### src/rtl/keymap_pkg.sv
// Shared types and constants for the PS/2 scancode to MSX key-matrix controller.
package keymap_pkg;

  typedef enum logic [1:0] {
    ST_IDLE   = 2'd0,
    ST_LOOKUP = 2'd1,
    ST_APPLY  = 2'd2,
    ST_SKIP   = 2'd3
  } state_t;

  localparam logic [7:0] PFX_EXT   = 8'hE0;
  localparam logic [7:0] PFX_BRK   = 8'hF0;
  localparam logic [7:0] PFX_PAUSE = 8'hE1;

  localparam int MAP_UNMAPPED_BIT = 7;
  localparam int ROW_LSB          = 0;
  localparam int ROW_W            = 4;
  localparam int COL_LSB          = 4;
  localparam int COL_W            = 3;
  localparam int DEFAULT_NUM_ROWS = 11;

  function automatic logic [ROW_W-1:0] map_row(input logic [7:0] m);
    return m[ROW_LSB +: ROW_W];
  endfunction

  function automatic logic [COL_W-1:0] map_col(input logic [7:0] m);
    return m[COL_LSB +: COL_W];
  endfunction

endpackage

### src/rtl/keymap_matrix.sv
// MSX key matrix: NUM_ROWS x 8 bits, active-low, one bit-write port and a
// registered row read port. Rows at or above NUM_ROWS read as all released.
import keymap_pkg::*;

module keymap_matrix #(
  parameter int NUM_ROWS = DEFAULT_NUM_ROWS
) (
  input  logic             clock,
  input  logic             reset_n,
  input  logic             wr_en,
  input  logic [ROW_W-1:0] wr_row,
  input  logic [COL_W-1:0] wr_col,
  input  logic             wr_val,
  input  logic [ROW_W-1:0] rd_row,
  output logic [7:0]       rd_data
);

  logic [7:0] mat [NUM_ROWS];

  always_ff @(posedge clock) begin
    if (!reset_n) begin
      for (int r = 0; r < NUM_ROWS; r++) mat[r] <= 8'hFF;
      rd_data <= 8'hFF;
    end else begin
      if (wr_en && (int'(wr_row) < NUM_ROWS)) mat[wr_row][wr_col] <= wr_val;
      rd_data <= (int'(rd_row) < NUM_ROWS) ? mat[rd_row] : 8'hFF;
    end
  end

endmodule

### src/rtl/ps2_keymap_ctrl.sv
// PS/2 scancode to MSX matrix controller: prefix tracking, map RAM lookup and
// matrix update. Optional pause-sequence skipping under KEYMAP_PAUSE_SKIP_EN.
import keymap_pkg::*;

module ps2_keymap_ctrl #(
  parameter int NUM_ROWS = DEFAULT_NUM_ROWS,
  parameter int SKIP_LEN = 7
) (
  input  logic       clock,
  input  logic       reset_n,
  input  logic       scan_valid,
  input  logic [7:0] scan_code,
  output logic       ready,
  output logic       overrun,
  output logic [8:0] map_addr,
  input  logic [7:0] map_q,
  input  logic [3:0] row_sel,
  output logic [7:0] row_data
);

  // Row field is 4 bits wide and the pause counter must be able to count.
  if (NUM_ROWS < 1 || NUM_ROWS > 16 || SKIP_LEN < 1) begin : g_param_check
    $error("ps2_keymap_ctrl: NUM_ROWS must be 1..16 and SKIP_LEN >= 1");
  end

  state_t           state;
  logic             ext;
  logic             brk;
  logic             wr_en;
  logic [ROW_W-1:0] wr_row;
  logic [COL_W-1:0] wr_col;

`ifdef KEYMAP_PAUSE_SKIP_EN
  localparam int SKIP_W = $clog2(SKIP_LEN + 1);
  logic [SKIP_W-1:0] skip_cnt;
`endif

  assign wr_row = map_row(map_q);
  assign wr_col = map_col(map_q);
  assign wr_en  = (state == ST_APPLY) && !map_q[MAP_UNMAPPED_BIT] &&
                  (int'(wr_row) < NUM_ROWS);

  // ready is a registered copy of "state accepts bytes" (IDLE, or SKIP)
  always_ff @(posedge clock) begin
    if (!reset_n) begin
      state    <= ST_IDLE;
      ext      <= 1'b0;
      brk      <= 1'b0;
      ready    <= 1'b1;
      overrun  <= 1'b0;
      map_addr <= '0;
`ifdef KEYMAP_PAUSE_SKIP_EN
      skip_cnt <= '0;
`endif
    end else begin
      if (scan_valid && !ready) overrun <= 1'b1;
      case (state)
        ST_IDLE: begin
          if (scan_valid) begin
            if (scan_code == PFX_EXT) begin
              ext <= 1'b1;
            end else if (scan_code == PFX_BRK) begin
              brk <= 1'b1;
`ifdef KEYMAP_PAUSE_SKIP_EN
            end else if (scan_code == PFX_PAUSE) begin
              skip_cnt <= SKIP_W'(SKIP_LEN);
              state    <= ST_SKIP;
`endif
            end else begin
              map_addr <= {ext, scan_code};
              state    <= ST_LOOKUP;
              ready    <= 1'b0;
            end
          end
        end
        ST_LOOKUP: state <= ST_APPLY;
        ST_APPLY: begin
          ext   <= 1'b0;
          brk   <= 1'b0;
          state <= ST_IDLE;
          ready <= 1'b1;
        end
`ifdef KEYMAP_PAUSE_SKIP_EN
        ST_SKIP: begin
          if (scan_valid) begin
            if (skip_cnt <= SKIP_W'(1)) begin
              skip_cnt <= '0;
              ext      <= 1'b0;
              brk      <= 1'b0;
              state    <= ST_IDLE;
            end else begin
              skip_cnt <= skip_cnt - SKIP_W'(1);
            end
          end
        end
`endif
        default: state <= ST_IDLE;
      endcase
    end
  end

  keymap_matrix #(
    .NUM_ROWS (NUM_ROWS)
  ) u_matrix (
    .clock   (clock),
    .reset_n (reset_n),
    .wr_en   (wr_en),
    .wr_row  (wr_row),
    .wr_col  (wr_col),
    .wr_val  (brk),
    .rd_row  (row_sel),
    .rd_data (row_data)
  );

endmodule

### config.mk
export PLATFORM = sky130hd
export DESIGN_NAME = ps2_keymap_ctrl
export DESIGN_NICKNAME = d
export VERILOG_FILES = /design/src/rtl/keymap_pkg.sv /design/src/rtl/keymap_matrix.sv /design/src/rtl/ps2_keymap_ctrl.sv
export SDC_FILE = /design/constraint.sdc
export NUM_CORES = 1
export LEC_CHECK = 0
export ABC_AREA = 1
export CAP_MARGIN = 20
export CORE_AREA = 2 2 104 106
export DETAILED_ROUTE_END_ITERATION = 6
export DIE_AREA = 0 0 106 108
export PLACE_DENSITY = 0.74
export SLEW_MARGIN = 10
export SYNTH_ARGS = -nofsm -noshare
export SYNTH_HDL_FRONTEND = slang
export SYNTH_SLANG_ARGS = --single-unit
### constraint.sdc
create_clock -name clock -period 2.1 [get_ports clock]
set_input_delay 0.42 -clock clock [delete_from_list [all_inputs] [get_ports clock]]
set_output_delay 0.42 -clock clock [all_outputs]
set_load 0.05 [all_outputs]
* Word level (Yosys, flattened, before mapping)
Memory sizes are Yosys's and may differ from the RTL's. A register that Yosys moved wholly into a read port is not among the register bits.
Index checks and enable logic that the tools add are counted.
W data, S select, Z words.
** Storage, ports and cells
- Flip-flop bits (word level) :: 15
- Memory bits (writable) :: 88
- Latch bits :: 0
- Output and inout port bits :: 19
- ROM bits :: 0
- Word-level logic and storage cells :: 63
- Memories kept :: 1
** Operators by class
- Divide/modulo/power cells :: 0
- Add/subtract/negate cells :: 0
- Mux-type cells :: 24
- Eq/ne operators :: 9
- Multiply operators :: 0
- Reduce and logical (&&, ||, !) cells :: 17
- $lt $le $gt $ge :: 4
- Shift operators :: 0
- Bitwise logic cells :: 2
** Memories
- u_matrix.mat :: words 11, bits a word 8, read ports 1, clocked after memory_dff 1, wr ports 11, line keymap_matrix.sv:18 : logic [7:0] mat [NUM_ROWS];
** Operators with widths (count)
- $mux W8 :: 3
- $eq A8 B8 Y1 const B :: 2
- $mux W1 :: 12
- $reduce_and A4 Y1 :: 3
- $ne A2 B2 Y1 const B :: 5
- $lt A4 B4 Y1 const B :: 2
- $reduce_or A8 Y1 :: 1
- $mux W2 :: 3
- $pmux W1 S2 :: 3
- $reduce_and A3 Y1 :: 2
- $logic_and A1 B1 Y1 :: 5
- $lt A3 B4 Y1 const B :: 1
- $mux W4 :: 1
- $pmux W2 S2 :: 1
- $demux W1 S3 :: 1
- $ge A3 B1 Y1 const B :: 1
- $logic_not A1 Y1 :: 3
- $eq A2 B1 Y1 const B :: 1
- $eq A2 B2 Y1 const B :: 1
- $logic_not A2 Y1 :: 1
- $not A1 Y1 :: 2
- $reduce_and A2 Y1 :: 1
- $reduce_bool A2 Y1 :: 1

* Longest topological paths before layout
Gate-level depths: netlist (run 1).
- Depth after elaboration :: 9
- Depth in mapped cells :: 11

* Hierarchy
From an unflattened synthesis (run 1), not the netlist that was laid out.
** Unflattened totals
- Cells, all modules :: 687
- Area, all modules :: 6032.0 µm²
** By module, submodules not included
- keymap_matrix :: sequential area each 2722.6 µm², cells each 585, times used 1, area an instance 5241.3 µm²
- ps2_keymap_ctrl :: sequential area each 300.3 µm², cells each 102, times used 1, area an instance 790.8 µm²

* Worst setup path after synthesis (run 1)
Ideal clock, no wire load.
- Path kind :: in2reg
- From :: input port reset_n
- To :: memory u_matrix.mat[0][7] (data pin)
- Required time :: 1832 ps
- Arrival time :: 1484 ps
- Slack :: 348 ps
- Setup time :: 268 ps
- Cell stages on the path :: 7
- Cell sequence :: buf_2 inv_1 nor2_1 nand2_1 inv_2 buf_2 nand3_1
** RTL lines
- start, declared :: line ps2_keymap_ctrl.sv:10 : input logic reset_n,
- end, declared :: line keymap_matrix.sv:18

==> metrics.txt, run 1 <==
floorplan core area 10200 um2; unrepaired setup endpoints after global routing false; clk sinks 111; mapped cell area 5560 um2; worst relative slew slack 56.9%; clock slew at reported path FFs 0.10 ns; num rows 37; Distinct cells, synth 25; Setup-failing EPs final 0; Max Cap Viol 0; largest net degree at the start of global routing 42; Cell Area, Placed 6480 um2; fmax 502 MHz; GR Util All Layers 27.7%; Fin. Hold Viols 0; fin nets 731; Setup Skew 0.0113 ns; reg2reg end u_matrix.mat[8][1]; worst slew pin tran 0.646 ns; hold buffer count at cts 0; worst r2r path cells 8; Yosys reg bits 111; worst reg2reg path startpoint state[0]; synthesized net count 668; sequential cell area fraction in the yosys report 54.4%; synth warn 0; Max Root-Sink Buffers 2; Post-Synthesis Cells 645; fin crit period 1.99 ns; via count 5138; GRT Residual Overflow 0; status finished, final reports clean; FFs w/ async S/R, synth 0%; Initial Util 54.4%; Pwr per Cell Area 658 nW/um2; Syn Area/Cell 8.62 um2; Worst Path Arrival 2.06 ns; Min-Delay Path Class in -> reg; Post-Route WL 15300 um; routability cong. 0.937; most frequent cells in the layout 124 x nand3_1, 95 x o21ai_0, 86 x nand2_1; initial antenna violation count 0; Cell Count, Final, Fillers Out 849; PortBufs 41; # resized after CTS 0; Die Ht 108 um; Post-synth EDFFs 80; CP Class in -> reg; commonest non-fill, non-tap cell in the layout nand3_1; Static Leak 2.35 nW; # IOs 42; clock root buffer clkbuf_8; H-Tree Depth 3; WP data required 2.17 ns; Fill cells 846; wire per inst 18.0 um; Top FF cell, synth edfxtp_1; CP endpoint kind flip-flop; Worst-Skew Late Latency 0.38 ns; postcts setup bufs 0; cell total after placement 833; antenna-violating nets left 0; first-pass GRT wire length 24100 um; hold depth 3; CTS tree done; worst-path maximum fanout 9; DRC Markers 0; Register Area 3020 um2; Finished Cell Area 6710 um2; Vias/cell 6.05; CP startpoint kind input pin; Total Power 4.42 mW; hold_sp reset_n; fin. max-slew vios 0; area grow syn2layout 20.7%; detailed router's first-iteration violation count 551; Hold EP state[1]; post-DP HPWL 10500 um; multi-input logic area 2150 um2; DRT Pass-1 Iters 7; n_diodes 0; vias in the first global route 4722; Period Utilization, post-route 94.9%; R2R Setup Slk 0.22 ns; die area 11400 um2; WHS 0.410 ns; Die X 106 um; worst-case vdd ir drop 0.564 mV; share of cells above drive strength 1 14.2%; TritonCTS buffer count 9
## cells by family after synthesis
| logic type | count (synthesis) | synth area share (%) |
|---|---|---|
| flip-flops | 111 | 54.4 |
| AO/OA/AOI/OAI | 141 | 13.9 |
| AND/OR/NAND/NOR | 296 | 24.7 |
| buffers and inverters | 97 | 7.02 |
## worst max-delay path: stages
cell and delay, ns:
clkdlybuf4s50_1 0.44, nand2_2 0.09, nand2_1 0.06, nand2_1 0.15, nand4_2 0.16, nor2_2 0.20, nand2_1 0.22, o21ai_0 0.30
## metal layers
layer  wire length (um)  global-route usage, %
met5                  0                      0
met2               7110                   44.5
met4                614                   12.2
met3               1590                   5.18
met1               5980                   37.1
## worst max path at each step
| stage | startpoint | to | slack [ns] |
|---|---|---|---|
| finish | map_q[1] | u_matrix.mat[8][1] | 0.11 |
| floorplan | reset_n | u_matrix.mat[0][7] | 0.35 |
| global route | map_q[1] | u_matrix.mat[8][1] | 0.02 |
| detailed placement | map_q[1] | u_matrix.mat[8][1] | -0.26 |
| CTS | ready | ready | 0.11 |
| global placement | map_q[1] | u_matrix.mat[8][2] | -0.12 |
## cell type report
cell class	count	area share [%]
clock buffers	10	2.05
clock inverters	6	1.36
inverters	53	2.96
multi-input cells	437	32.0
flip-flops and latches	111	45.0
well taps	136	2.53
repair buffers	96	14.1
## sequential cells by signal, indices dropped and copies added, names as in the netlist
| signal | count |
|---|---|
| state | 2 |
| map_addr | 9 |
| brk | 1 |
| u_matrix.rd_data | 8 |
| ext | 1 |
| ready | 1 |
| overrun | 1 |
| u_matrix.mat | 88 |
## power breakdown
part | internal [mW] | leakage (nW) | switching (mW)
combinational | 0.219 | 1.43 | 0.395
clock | 0.711 | 0.117 | 0.716
sequential | 2.36 | 0.800 | 0.0139
total | 3.29 | 2.35 | 1.12
## synthesized netlist by cell type, types with 2 or more instances
library cell  instances  area, um2
o221ai_1              8       70.1
nor2_2                2       12.5
inv_1                43        161
buf_2                12       60.1
dfxtp_1              31        621
nand2_2               4       25.0
o21ai_0              95        475
o21ai_1              10       50.1
nor3_1                8       40.0
or2_2                 8       50.1
a21oi_1              12       60.1
nor2_4                2       22.5
nor2_1               50        188
o211ai_1             16        120
inv_2                10       37.5
clkbuf_1             28        105
nand3_1             124        621
buf_4                 3       22.5
edfxtp_1             80       2400
nand4_1               9       56.3
nand2_1              86        323
## per-stage QoR
step	utilization, %	worst slack, ns	TNS (ns)
2_1_floorplan	-	0.348	0
3_3_place_gp	63.4	-0.116	-10.18
3_5_place_dp	63.4	-0.262	-21.17
4_1_cts	65.6	0.112	0
5_1_grt	65.6	0.0241	0
6_report	65.6	0.107	0
Note: power is estimated with default switching activity, not from simulation.
==> run 2, diff against run 1 <==
--- a/config.mk
+++ b/config.mk
@@ -8,6 +8,7 @@
 export ABC_AREA = 1
 export CAP_MARGIN = 20
 export CORE_AREA = 2 2 104 106
+export CTS_CLUSTER_SIZE = 14
 export DETAILED_ROUTE_END_ITERATION = 6
 export DIE_AREA = 0 0 106 108
 export PLACE_DENSITY = 0.74
==> results of run 2 <==
Final layout, timing and power as in run 1 (identical DEF).
